===== src/rtl/ifetch.sv =====
// ifetch -- instruction fetch stage of the MIPS core.
//
// Owns the program counter and issues one word read at a time to
// instruction memory. Each fetched word is held on Ins/InsPC/InsPC4 until
// decode takes it. Branch/jump resolution can redirect the PC at any time.
// A redirect flushes the held instruction. It also marks an in-flight read
// as stale, and the stale read is dropped when its ack arrives.
//
// Optional feature: define IFETCH_PREDECODE_EN to follow J/JAL targets
// directly from the fetched word. Without it, the next PC is always PC + 4.
//
// Ports:
//   CLK, RST            clock (rising edge), asynchronous active-low reset
//   Iaddr, Ireq         memory word address / read request (out)
//   Iack, Irdata        memory acknowledge / read data, same cycle (in)
//   Ins, InsPC, InsPC4  fetched instruction, its address, address + 4 (out)
//   InsValid, InsReady  instruction valid (out) / decode accepts (in)
//   Redirect, RedirectPC  single-cycle redirect pulse and target (in)
//   fsm_state           current FSM state, for observation (out)
//
// Handshakes:
//   Memory side: Ireq stays high and Iaddr stays stable until a cycle with
//   Iack=1. That cycle completes the transfer, and Irdata is sampled in it.
//   Decode side: a transfer happens on a cycle where InsValid=1 and
//   InsReady=1. InsReady is ignored while InsValid=0.
module ifetch #(
  parameter logic [31:0] RESET_PC = 32'h0000_0000
) (
  input  logic        CLK,
  input  logic        RST,
  output logic [31:0] Iaddr,
  output logic        Ireq,
  input  logic        Iack,
  input  logic [31:0] Irdata,
  output logic [31:0] Ins,
  output logic [31:0] InsPC,
  output logic [31:0] InsPC4,
  output logic        InsValid,
  input  logic        InsReady,
  input  logic        Redirect,
  input  logic [31:0] RedirectPC,
  output logic [1:0]  fsm_state
);

  localparam logic [1:0] IDLE = 2'd0;
  localparam logic [1:0] REQ  = 2'd1;
  localparam logic [1:0] HOLD = 2'd2;
  localparam logic [1:0] DROP = 2'd3;

  logic [1:0]  state;
  logic [31:0] pc;
  logic [31:0] pend_pc;
  logic [31:0] ins;
  logic [31:0] ins_pc;
  logic [31:0] ins_pc4;
  logic [31:0] pc4;
  logic [31:0] next_pc;

  assign pc4 = pc + 32'd4;

`ifdef IFETCH_PREDECODE_EN
  // J (6'h02) and JAL (6'h03) are absolute within the current 256 MB
  // region, so the target is known as soon as the word is returned.
  always_comb begin
    next_pc = pc4;
    if (Irdata[31:26] == 6'h02 || Irdata[31:26] == 6'h03) begin
      next_pc = {pc4[31:28], Irdata[25:0], 2'b00};
    end
  end
`else
  assign next_pc = pc4;
`endif

  always_ff @(posedge CLK or negedge RST) begin
    if (!RST) begin
      state   <= IDLE;
      pc      <= RESET_PC;
      pend_pc <= RESET_PC;
      ins     <= 32'd0;
      ins_pc  <= 32'd0;
      ins_pc4 <= 32'd4;
    end else begin
      case (state)
        IDLE: begin
          state <= REQ;
          if (Redirect) pc <= RedirectPC;
        end
        REQ: begin
          if (Iack) begin
            if (Redirect) begin
              // The returned word belongs to the old stream. Drop it and
              // request the target on the very next cycle.
              pc <= RedirectPC;
            end else begin
              ins     <= Irdata;
              ins_pc  <= pc;
              ins_pc4 <= pc4;
              pc      <= next_pc;
              state   <= HOLD;
            end
          end else if (Redirect) begin
            // The request cannot be withdrawn. pc keeps the stale address
            // on the bus, and the target waits in pend_pc.
            pend_pc <= RedirectPC;
            state   <= DROP;
          end
        end
        HOLD: begin
          // A redirect beats a simultaneous InsReady, so the held word
          // is flushed and never consumed.
          if (Redirect) begin
            pc    <= RedirectPC;
            state <= REQ;
          end else if (InsReady) begin
            state <= REQ;
          end
        end
        DROP: begin
          if (Redirect) pend_pc <= RedirectPC;
          if (Iack) begin
            pc    <= Redirect ? RedirectPC : pend_pc;
            state <= REQ;
          end
        end
        default: state <= IDLE;
      endcase
    end
  end

  // pc is also the outstanding address while in DROP, so Iaddr is simply pc.
  assign Iaddr     = pc;
  assign Ireq      = (state == REQ) || (state == DROP);
  assign InsValid  = (state == HOLD);
  assign Ins       = ins;
  assign InsPC     = ins_pc;
  assign InsPC4    = ins_pc4;
  assign fsm_state = state;

endmodule


===== config.mk =====
export PLATFORM = sky130hd
export DESIGN_NAME = ifetch
export DESIGN_NICKNAME = d
export VERILOG_FILES = /design/src/rtl/ifetch.sv
export SDC_FILE = /design/constraint.sdc
export NUM_CORES = 1
export LEC_CHECK = 0
export BUFFER_PORTS_ARGS = -buffer_cell sky130_fd_sc_hd__buf_2
export CORE_MARGIN = 5
export CORE_UTILIZATION = 40
export CTS_CLUSTER_SIZE = 28
export DETAILED_ROUTE_END_ITERATION = 6
export GPL_ROUTABILITY_DRIVEN = 1
export MAX_ROUTING_LAYER = met4
export PLACE_DENSITY = 0.66
export SYNTH_ARGS = -nofsm -noshare
export SYNTH_HDL_FRONTEND = slang
export SYNTH_SLANG_ARGS = --single-unit

===== constraint.sdc =====
create_clock -name CLK -period 4.3 [get_ports CLK]
set_input_delay 0.86 -clock CLK [delete_from_list [all_inputs] [get_ports CLK]]
set_output_delay 0.86 -clock CLK [all_outputs]
set_load 0.005 [all_outputs]

# --- Word-level counts from Yosys, hierarchy flattened ---
# Index checks and enable logic that the tools add are counted.
totals:
  out_inout_bits: 132
  input_bits: 69
  wordCells: 41
  regBits: 162
classes:
  reduce_logical: 8
  bitwise: 1
  n_addsub: 1
  muxes: 15
  n_eq_ne: 10
ops:
  columns: ["operator", "n"]
  rows:
  - ["32-bit two-way mux", 6]
  - ["32-bit one-hot mux with 3 select lines", 1]
  - ["32-bit one-hot mux with 2 select lines", 1]
  - ["32-bit by 3-bit adder with 32-bit output, second input constant", 1]
  - ["2-bit two-way mux", 6]
  - ["2-bit one-hot mux with 4 select lines", 1]
  - ["2-bit != test, second input constant", 3]
  - ["3-bit != test, second input constant", 2]
  - ["3-bit AND reduction", 2]
  - ["2-bit == test, second input constant", 2]
  - ["4-bit AND reduction", 1]
  - ["3-bit by 1-bit != test with 1-bit output, second input constant", 1]
  - ["2-bit by 1-bit == test with 1-bit output, second input constant", 1]
  - ["2-bit zero test", 1]
  - ["2-bit by 1-bit != test with 1-bit output, second input constant", 1]
  - ["2-bit AND reduction", 1]
  - ["2-bit nonzero test", 1]
  - ["2-bit OR reduction", 1]
  - ["1-bit logical OR", 1]
  - ["1-bit inverter", 1]

# --- Longest topological paths before layout ---
# Gate-level depths: netlist of run 1.
depth:
  depth_word: 4
  depth_mapped: 8
  depth_no_buf: 6

# --- Least setup slack after synthesis of run 1 ---
# Ideal clock, no wire load.
synth_path:
  path_type: "input to register"
  start: "input Redirect"
  end: "register pc[21] (netlist: Iaddr[21])"
  path_slack_ns: 2.070
  setup_ns: 0.127
  path_stages: 7
  arrival_time_ns: 2.103
  required_ns: 4.173
  n_path_buf: 2
  path_cell_list: "buf_2 -> nand2b_1 -> nor2_1 -> clkbuf_1 -> o2bb2ai_1 -> a21oi_1 -> a2bb2oi_1"
synth_between:
  elab_chain_cells: 3
  word_cells_on_any_way: 7
  classes_between: "eq/ne: 1; mux: 5; reduce/logical: 1"
synth_rtl:
  columns: ["element", "line", "text"]
  rows:
  - ["start, declared", "40", "input logic Redirect,"]
  - ["32-bit two-way mux (on tied branches)", null, null]
  - ["32-bit two-way mux (on tied branches)", "120, 89", null]
  - ["32-bit one-hot mux with 3 select lines", "83", "case (state)"]
  - ["end signal, assigned", "86", "if (Redirect) pc <= RedirectPC;"]
  - ["end signal, assigned", "93", "pc <= RedirectPC;"]
  - ["end signal, assigned", "121", "pc <= Redirect ? RedirectPC : pend_pc;"]
  - ["end, declared", "51", "logic [31:0] pc;"]
# Several ways; a longest one is shown, not always the timed one. The select of a mux whose other input is x is not followed.
# A chain may end at the register's enable or synchronous reset.

# --- Final worst setup path of run 1 ---
layout_path:
  start: "register state[1] (netlist: fsm_state[1])"
  end: "output InsValid"
layout_between:
  elab_chain_cells: 1
layout_rtl:
  columns: ["element", "line", "text"]
  rows:
  - ["start, declared", "50", "logic [1:0] state;"]
  - ["start signal, assigned", "76", "state <= IDLE;"]
  - ["start signal, assigned", "85", "state <= REQ;"]
  - ["start signal, assigned", "99", "state <= HOLD;"]
  - ["2-bit == test", "133", "assign InsValid = (state == HOLD);"]
  - ["end, declared", "38", "output logic InsValid,"]
# No other way between the ends.

==> results.md, run 1 <==
* Die area at 0.0214 sq mm
* First-pass GRT wire length at 34.8 mm
* DP HPWL at 14.9 mm
* Post_cts resized at 0
* Post-CTS Setup Inserts at 0
* Synthesized area per cell at 9.39 sq um
* Nets@finish at 1037
* I/O Pins at 201
* Synth unique cells at 55
* RSZ-0062 raised after global routing: no
* CP required at 3.44 ns
* Post-synthesis sequential area ratio at between 50% and 60%
* Hold buffers post-CTS at 0
* CTS max path bufs at 2
* Seq cells post-synth at 160
* Number of CTS-inserted buffers at 17
* Crit path DAT at 1.94 ns
* Initial antenna violation count at 3
* Worst path top cell family by delay: flip-flops
* CP max FO at 22
* Critical-path cell list: buf_4 > nor2b_1 > buf_2
* Post-Syn Nets at 860
* Critical path type: flop to primary output
* Row cnt at 49
* Layout cells sized above 1 at 29.4%
* Sink Count at 160
* Critical-path top delay cell: dfrtp_1
* Reg-to-reg endpoint: pend_pc[31]
* FF-to-FF path depth at 5
* Number of H-tree levels at 4
* Worst-Skew Late Latency at 0.43 ns
* IO buf count at 200
* Slew of the pin with the lowest slew margin at 0.983 ns
* Mapped cell area at 0.00742 sq mm
* Die width at 146 microns
* Total core area at about 0.018 sq mm
* Post-synth top area share at 53.7%
* Synth warnings at 0
* VDD IR max at 311 uV
* Post-synth EDFFs at 0
* Lkg Pwr at between 4 and 5 nW
* Worst path max stage delay at 0.78 ns
* Area Overhead vs Synth at 24.5%
* Fin crit share at 65.2%
* Via count at 6212
* # fillers at roughly 1.7k
* Largest net degree at the start of global routing at 82
* Setup TNS at 0 ns
* Initial Util at 41.0%
* CTS tree: built
* Vias in the first global route at 6195
* CP Launch Type: flop
* Synth Instances at 790
* Min Tclk post-route at 2.80 ns
* Async set-reset flop share out of synthesis at 100%
* Synth cell count leaders: 254 x nand2_1, 159 x dfrtp_1, 60 x o21ai_0
* Largest area contributor in the netlist: dfrtp_1
* WL final at 21.1 mm
* Clock Skew at approximately 0.011 ns
* Gr ovfl total at 0
* R2r setup slk at 1.53 ns
* Clock-pin slew on the worst setup and hold paths at 0.07 ns
* Worst path buffer plus inverter count at 2
* R2r startpoint: fsm_state[1]
* Drt first-iter violations at 405
* Area taken by multi-input logic gates at 0.00315 sq mm
* Final WS setup at 1.50 ns
* Root buf cell: clkbuf_16
* Top FF cell, synth: dfrtp_1
* Pre-CTS worst setup slack at 1.03 ns
* DIE HEIGHT at 146 microns
* Dominant cells by area after synthesis: dfrtp_1 54%, nand2_1 13%, mux2_2 4.7%
* TritonRoute pass-1 iters at 4
* Final hold slack at 0.320 ns
* Most common cell in the netlist: nand2_1
* Outcome: complete, no violations
* Final setup viols at 0
* Final Hold Viols at 0
* Max Freq at ~360 MHz
* Drt wl/cell at around 17 microns
* Final ANT Viol Nets at 0
* Sequential cell area at 0.00401 sq mm
* Crit end category: primary output
* Slew Limit Fails at 0
* Vias/cell at 5.13
* Max-cap viol count at 0
* Slew margin rel. at 34.3%
* Pwr/cell area at 608 mW/mm^2
* Residual DRC at 0
* RePlAce Congestion at 0.846
* GR Util All Layers at roughly a fifth
* Worst Hold Class: input pin to asynchronous set/reset pin
==> kinds of logic after synthesis <==
family                     count (synthesis)  share of synthesized area (%)
AOI/OAI and AO/OA                        161                           13.5
buffers and inverters                     64                           3.83
xor gates and xnor gates                  28                           3.31
DFF                                      160                           54.0
muxes                                     33                           4.98
adders and majority gates                  1                          0.169
and+or+nand+nor                          343                           20.2
==> state kept, by name, indices dropped and copies added, names as in the netlist <==
name	flops
Iaddr	32
Ins	32
InsPC	32
InsPC4	30
fsm_state	2
pend_pc	32
==> metal layers <==
metal / vias up / routed length, microns / global-route usage (%)
met4: 0 / 468 / 7.10
met5: - / 0 / -
li1: 3023 / - / -
met3: 35 / 1270 / 4.00
met2: 238 / 9410 / 30.3
met1: 2916 / 9990 / 29.1
==> placed cells by master (no fill, tap or decap), types with 12 or more instances in the layout <==
| cell | n |
|---|---|
| o21ai_0 | 60 |
| buf_2 | 199 |
| a2bb2oi_1 | 12 |
| nand3_1 | 15 |
| clkbuf_16 | 17 |
| xnor2_1 | 21 |
| nor2_1 | 26 |
| nand2_1 | 253 |
| dfrtp_1 | 159 |
| a21oi_1 | 33 |
| mux2_2 | 31 |
==> where the power goes <==
part           switching (mW)  internal [mW]
clock                   0.631          0.944
combinational           0.839          0.752
sequential              0.419           2.03
total                    1.89           3.73
==> metrics by stage <==
stage / std cells / instance area, sq um / total power [mW] / util (%)
floorplan: 790 / 7420 / 3.25 / -
global placement: 1177 / 8610 / 4.05 / 47.6
detailed placement: 1177 / 8610 / 4.09 / 47.6
CTS: 1208 / 9230 / 5.67 / 51.0
global route: 1211 / 9230 / 6.01 / 51.1
finish: 1211 / 9230 / 5.61 / 51.1
==> worst register-to-register path: cells and delay by family (launching register included) <==
kind                   cells  cell delay (ns)
buffers and inverters      2             0.68
flip-flops                 1             0.78
multiplexers               1             0.36
AND/OR/NAND/NOR            2             0.83
==> worst max path at each step <==
| stage | from | end | slack [ns] | cells after the start |
|---|---|---|---|---|
| after floorplan | Redirect | Iaddr[21] | 2.07 | 7 |
| after global placement | Redirect | InsPC4[15] | 1.14 | 7 |
| after detailed placement | Redirect | InsPC4[12] | 1.03 | 7 |
| after CTS | Redirect | InsPC4[17] | 1.48 | 7 |
| after global routing | Redirect | InsPC4[17] | 1.20 | 6 |
| final | fsm_state[1] | InsValid | 1.50 | 3 |
==> area by class of cell <==
type                       instances  area share (%)
timing repair buffer             213            12.4
inverter                           9           0.366
clock inverter                    12            1.73
clock buffer                      19            4.91
tap                              229            3.10
antenna                            3          0.0813
multi-input combinational        566            34.1
sequential                       160            43.4
Power figures use the tool's default switching activity.
==> run 2, diff against run 1 <==
- ABC_AREA: default -> 1
- PLACE_DENSITY: 0.66 -> 0.67
- clock period: 4.3 -> 2.45 ns (I/O delays scaled with it)
==> run 2 against run 1 <==
Effect of this change:
- setup slack lost 0.95 ns
- first-iteration DRC count grew 31%
- global-route usage grew 0.55 points
- power grew 130%
- clock skew grew 0.00060 ns
==> results.md, run 2 <==
* Top FF cell, synth: dfrtp_1 (unchanged)
* Most common cell on crit path: nand2_1
* Crit end category: flop (was primary output)
* Die area at 0.0228 sq mm (was 0.0214 sq mm)
* Most common cell after layout, fill and taps aside: nand2_1 (unchanged)
* Setup TNS at 0 ns (unchanged)
* Drt first-iter violations at 531 (was 405)
* Worst path max stage delay at 0.39 ns (was 0.78 ns)
* Hold buffers post-CTS at 0 (unchanged)
* Synth cell count leaders: 422 x nand2_1, 159 x dfrtp_1, 115 x o21ai_0 (was 254 x nand2_1, 159 x dfrtp_1, 60 x o21ai_0)
* Slew of the pin with the lowest slew margin at 0.629 ns (was 0.983 ns)
* CTS tree: built (unchanged)
* Clock-pin slew on the worst setup and hold paths at 0.06 ns (was 0.07 ns)
* Most common cell in the netlist: nand2_1 (unchanged)
* Critical path type: flop to flop (was flop to primary output)
* TritonRoute pass-1 iters at 5 (was 4)
* Drt wl/cell at 15.7 microns (was 17.5 microns)
* Vias/cell at 4.90 (was 5.13)
* Dominant cells by area after synthesis: dfrtp_1 50%, nand2_1 20%, o21ai_0 7.2% (was dfrtp_1 54%, nand2_1 13%, mux2_2 4.7%)
* Total core area at 0.0195 sq mm (was 0.0181 sq mm)
* Final Hold Viols at 0 (unchanged)
* Critical-path top delay cell: dfrtp_1 (unchanged)
* Final WS setup at 0.548 ns (was 1.50 ns)
* Post-synth top area share at 50.0% (was 53.7%)
* RePlAce Congestion at 0.932 (was 0.846)
* VDD IR max at 601 uV (was 311 uV)
* Post-synth EDFFs at 0 (unchanged)
* Synth Instances at 1013 (was 790)
* Residual DRC at 0 (unchanged)
* Layout cells sized above 1 at 23.0% (was 29.4%)
* Commonest cells after routing, fill and taps aside: 421 x nand2_1, 199 x buf_2, 159 x dfrtp_1 (was 253 x nand2_1, 199 x buf_2, 159 x dfrtp_1)
* Critical-path cell list: inv_1 > nand2_1 > nor2_1 > nand2_4 > inv_2 > buf_12 > nand2_1 > nand2_1 (was buf_4 > nor2b_1 > buf_2)
* I/O Pins at 201 (unchanged)
* Synth unique cells at 32 (was 55)
* Crit path DAT at 2.26 ns (was 1.94 ns)
* Post-CTS Setup Inserts at 0 (unchanged)
* CTS max path bufs at 2 (unchanged)
* Max-cap viol count at 0 (unchanged)
* Outcome: complete, no violations (unchanged)
* Slew Limit Fails at 0 (unchanged)
* Synthesized area per cell at 7.86 sq um (was 9.39 sq um)
* Post-Syn Nets at 1083 (was 860)
* Clock Skew at 0.0118 ns (was 0.0112 ns)
* WL final at 23.2 mm (was 21.1 mm)
* Final ANT Viol Nets at 0 (unchanged)
* Worst path buffer plus inverter count at 3 (was 2)
* Mapped cell area at 0.00797 sq mm (was 0.00742 sq mm)
* Row cnt at 51 (was 49)
* CP required at 2.81 ns (was 3.44 ns)
* Area taken by multi-input logic gates at 0.00340 sq mm (was 0.00315 sq mm)
* Worst Hold Class: input pin to asynchronous set/reset pin (unchanged)
* Max Freq at about 530 MHz
* Initial antenna violation count at 5 (was 3)
* Root buf cell: clkbuf_16 (unchanged)
* Synth warnings at 0 (unchanged)
* Seq cells post-synth at 160 (unchanged)
* CP max FO at 33 (was 22)
* Vias in the first global route at 6827 (was 6195)
* Die width at 151 microns (was 146 microns)
* DIE HEIGHT at 151 microns (was 146 microns)
* Dpl cells at 1440 (was 1177)
* GR Util All Layers at 21.3% (was 20.8%)
* Sink Count at 160 (unchanged)
* Initial Util at 40.8% (was 41.0%)
* Worst-Skew Late Latency at 0.43 ns (about the same)
* Number of H-tree levels at 4 (unchanged)
* Largest net degree at the start of global routing at 135 (was 82)
* # fillers at 1924 (was 1693)
* Async set-reset flop share out of synthesis at 100% (unchanged)
* Nets@finish at 1264 (was 1037)
* Min Tclk post-route at 1.90 ns
* Slew margin rel. at 58.1% (was 34.3%)
* Pre-CTS worst setup slack at 0.542 ns (was 1.03 ns)
* Gr ovfl total at 0 (unchanged)
* Post_cts resized at 0 (unchanged)
* Largest area contributor in the netlist: dfrtp_1 (unchanged)
* Number of CTS-inserted buffers at 17 (unchanged)
* CP Launch Type: flop (unchanged)
* Fin crit share at 77.6%
* Via count at 7230 (was 6212)
* Worst path top cell family by delay: buffers and inverters (was flip-flops)
* IO buf count at 200 (unchanged)
* First-pass GRT wire length at 37.0 mm (was 34.8 mm)
* Area Overhead vs Synth at 23.0% (was 24.5%)
* Pwr/cell area at 1290 mW/mm^2 (was 608 mW/mm^2)
* Lkg Pwr at 5.20 nW (was 4.53 nW)
* Post-layout instance count excluding filler cells at 1477 (was 1211)
* DP HPWL at 16.9 mm (was 14.9 mm)
* Final setup viols at 0 (unchanged)
* RSZ-0062 raised after global routing: no (unchanged)
* Sequential cell area at 0.00401 sq mm (unchanged)
* Post-synthesis sequential area ratio at 50.3% (was 54.0%)
## run 2: cell types whose count changed in the layout (fill, tap and decap cells not counted), sizes merged, moves of 8 or more
cell     delta
a21boi     +17
a21oi      -25
a221oi     +21
a2bb2oi    -12
inv        +76
mux2       -31
nand2     +172
nand3      +18
nand4       -8
nor2       +21
o21ai      +59
o2bb2ai    -10
xnor2      -21
xor2        +8
## run 2: power breakdown
| group | switching (mW) | internal [mW] | leakage [nW] |
|---|---|---|---|
| Combinational | 3.33 | 2.11 | 2.97 |
| Clock | 1.07 | 1.40 | 0.248 |
| Sequential | 0.839 | 3.90 | 1.98 |
## run 2: layout make-up
type	instances	share of cell area, %
Sequential cell	160	40.9
Inverter	84	3.22
Timing Repair Buffer	217	12.2
Clock buffer	23	4.57
Tap cell	265	3.39
Multi-Input combinational cell	714	34.7
Clock inverter	9	0.894
Antenna cell	5	0.128
## run 2: metal layers
layer | GRT usage [%] | up-vias | wire length (microns)
li1 | - | 3612 | -
met1 | 29.5 | 3330 | 10700
met2 | 30.3 | 250 | 10200
met3 | 4.61 | 38 | 1610
met4 | 9.02 | 0 | 684
met5 | - | - | 0
## run 2: worst paths after layout
kind / startpoint / end / slack [ns] / cells past startpoint
hold / removal: RST / InsPC[3] / 0.04 / 1
setup reg to reg: fsm_state[1] / Ins[0] / 0.55 / 8
min in group CLK: Irdata[21] / Ins[21] / 0.25 / 3
hold reg to reg: InsPC4[14] / InsPC4[14] / 0.47 / 2
max in group asynchronous: RST / Ins[9] / 1.73 / 2
setup / recovery: fsm_state[1] / Ins[0] / 0.55 / 8
## run 2: cells by family after synthesis
kind of cell    synth area share, %
compound gates                 14.8
xor+xnor                       1.74
fa+ha+maj                     0.157
buf+inv                        7.27
flops                          50.3
simple gates                   25.8
## run 2: through the flow
stage / hold slack (ns) / util [%] / cell area [sq um] / power (mW)
after floorplan: 0.194 / - / 7970 / 7.91
after global placement: 0.456 / 47.3 / 9250 / 10.1
after detailed placement: 0.459 / 47.3 / 9250 / 10.2
after CTS: 0.0640 / 50.1 / 9780 / 12.7
after global routing: 0.0991 / 50.2 / 9790 / 13.7
final: 0.0449 / 50.2 / 9790 / 12.6
==> run 3, diff against run 2 <==
- PLACE_DENSITY: 0.67 -> 0.65
- clock period: 2.45 -> 1.8 ns (I/O delays scaled with it)
==> run 3 against run 2 <==
Effect of this change:
- clock-buffer cell count decreased by 2
- power increased by 45%
- first-iteration DRC count decreased by 4.1%
- maximum frequency increased by 11%
- critical path type unchanged
- largest power group unchanged
- highest routed layer unchanged
==> results.md, run 3 (synthesized netlist as in run 2, its figures left out) <==
* CTS tree: built (unchanged)
* Clock Skew at 0.00750 ns (was 0.0118 ns)
* WL final at 23.4 mm (was 23.2 mm)
* Final ANT Viol Nets at 0 (unchanged)
* Lkg Pwr at 5.38 nW (was 5.20 nW)
* CTS max path bufs at 2 (unchanged)
* Placed Area at 0.00943 sq mm (was 0.00925 sq mm)
* Number of CTS-inserted buffers at 17 (unchanged)
* Drt wl/cell at 15.7 microns (about the same)
* CP Launch Type: flop (unchanged)
* Outcome: complete, no violations (unchanged)
* Total core area at 0.0195 sq mm (unchanged)
* Design Power at 18.3 mW (was 12.6 mW)
* Vias in the first global route at 6599 (was 6827)
* Commonest cells after routing, fill and taps aside: 420 x nand2_1, 199 x buf_2, 154 x dfrtp_1 (was 421 x nand2_1, 199 x buf_2, 159 x dfrtp_1)
* Worst Hold Class: input pin to flop (was input pin to asynchronous set/reset pin)
* Critical path type: flop to flop (unchanged)
* Via count at 7247 (was 7230)
* Sink Count at 160 (unchanged)
* Reg-to-reg endpoint: Iaddr[19] (was Ins[0])
* Residual DRC at 0 (unchanged)
* CP required at 2.14 ns (was 2.81 ns)
* Seq pwr share at 35.2% (was 37.5%)
* DP HPWL at 17.4 mm (was 16.9 mm)
* Hold_sp: Irdata[10]
* Die area at 0.0228 sq mm (unchanged)
* Row cnt at 51 (unchanged)
* Logic gate share of total power at 43.2% (was 43.0%)
* Worst-Skew Late Latency at 0.42 ns (was 0.43 ns)
* Final setup viols at 0 (unchanged)
* Crit end category: flop (unchanged)
* Initial antenna violation count at 3 (was 5)
* Final Hold Viols at 0 (unchanged)
* Sw Ratio at 39.9% (was 41.4%)
* First-pass GRT wire length at 36.4 mm (was 37.0 mm)
* Die width at 151 microns (unchanged)
* Clock-pin slew on the worst setup and hold paths at 0.06 ns (about the same)
* Area Overhead vs Synth at 27.5% (was 23.0%)
* Sw Pwr at 7.30 mW (was 5.24 mW)
* Root buf cell: clkbuf_16 (unchanged)
* I/O Pins at 201 (unchanged)
* Min Tclk post-route at 1.72 ns (was 1.90 ns)
* Max Freq at 582 MHz (was 526 MHz)
* Layout cells sized above 1 at 25.2% (was 23.0%)
* Slew of the pin with the lowest slew margin at 0.465 ns (was 0.629 ns)
* GR Util All Layers at 21.1% (was 21.3%)
* Max-cap viol count at 0 (unchanged)
* Hold Crit Depth at 3
* CP max FO at 5 (was 33)
* Largest net degree at the start of global routing at 71 (was 135)
* WHS Endpoint: Ins[10]
* R2r startpoint: Iaddr[2] (was fsm_state[1])
* Slew margin rel. at 69.0% (was 58.1%)
* Nets@finish at 1281 (was 1264)
* Cell area after layout at 0.0102 sq mm (was 0.00979 sq mm)
* RePlAce Congestion at 0.976 (was 0.932)
* Drt first-iter violations at 509 (was 531)
* DIE HEIGHT at 151 microns (unchanged)
* IO buf count at 200 (unchanged)
* Initial Util at 40.8% (unchanged)
* Fin crit share at 95.5% (was 77.6%)
* Crit path DAT at 2.06 ns (was 2.26 ns)
* R2r setup slk at 0.08 ns (was 0.55 ns)
* Vias/cell at 4.86 (was 4.90)
* Gr ovfl total at 0 (unchanged)
* Pwr/cell area at 1800 mW/mm^2 (was 1290 mW/mm^2)
* Most common cell after layout, fill and taps aside: nand2_1 (unchanged)
* Slew Limit Fails at 0 (unchanged)
* FF-to-FF path depth at 11 (was 8)
* Number of H-tree levels at 4 (unchanged)
* VDD IR max at 1220 uV (was 601 uV)
* Clock Power Share at 21.6% (was 19.5%)
* Int Pwr at 11.0 mW (was 7.41 mW)
* TritonRoute pass-1 iters at 5 (unchanged)
-- run 3: cell types whose count changed in the layout (fill, tap and decap cells not counted), sizes merged --
cell	delta
diode	-2
buf	+16
clkinvlp	-2
clkbuf	-2
inv	+1
dlygate4sd3	+1
bufinv	+3
-- run 3: critical path, cell delays in order (launching register included) --
cell	delay [ns]
dfrtp_1	0.38
buf_4	0.12
inv_1	0.08
nor2_4	0.18
nand2_4	0.13
nor2_4	0.17
nand2_1	0.07
nand2_1	0.07
nand3_1	0.13
nand2_1	0.10
nand2_1	0.05
a21boi_1	0.15
-- run 3: final cells by class --
type / count / area [sq um]
fill: 1889 / 9370
sequential: 160 / 4010
multi-input combinational: 714 / 3420
timing repair buffer: 234 / 1420
clock buffer: 21 / 480
tap: 265 / 332
inverter: 84 / 315
clock inverter: 11 / 175
antenna: 3 / 7.51
-- run 3: how the worst max path moves through the flow --
| stage | from | endpoint | cells after the start |
|---|---|---|---|
| finish | Iaddr[2] | Iaddr[19] | 11 |
| global route | Iaddr[2] | Iaddr[11] | 10 |
| CTS | Iaddr[2] | Iaddr[30] | 11 |
| detailed placement | Iaddr[2] | Iaddr[30] | 11 |
| global placement | Iaddr[2] | Iaddr[18] | 10 |
| floorplan | Iaddr[3] | Iaddr[18] | 10 |
-- run 3: repair_timing --
| item | 4_1_cts | 5_1_grt |
|---|---|---|
| endpoints found under the hold margin | 27 | 0 |
| hold buffers | 1 | 0 |
| buffers inserted | 0 | 3 |
| gates resized for setup | 0 | 11 |
| endpoints found under the setup margin | 0 | 17 |
-- run 3: through the flow --
stage / std cells / setup WS (ns) / TNS, ns / hold slack, ns / util [%]
2_1_floorplan: 1013 / 0.240 / 0 / 0.0644 / -
3_3_place_gp: 1453 / 0.133 / 0 / 0.282 / 48.3
3_5_place_dp: 1453 / 0.0878 / 0 / 0.275 / 48.3
4_1_cts: 1486 / 0.0642 / 0 / 0.113 / 51.7
5_1_grt: 1492 / -0.0219 / -0.0524 / 0.119 / 52.0
6_report: 1492 / 0.0806 / 0 / 0.128 / 52.0
-- run 3: power groups by stage --
stage / sequential (mW) / clock [mW] / combinational (mW)
6_report: 6.44 / 3.96 / 7.91
3_5_place_dp: 6.48 / 0 / 7.81
2_1_floorplan: 6.45 / 0 / 4.31
3_3_place_gp: 6.41 / 0 / 7.76
5_1_grt: 6.65 / 4.19 / 8.93
4_1_cts: 6.43 / 4.04 / 7.88
-- run 3: routing by layer --
layer,part of all wire (%),up-vias,GRT usage (%)
li1,-,3650,-
met1,46,3306,29.7
met2,45,257,31.1
met3,6.9,34,4.49
met4,2.1,0,5.67
met5,0,-,-
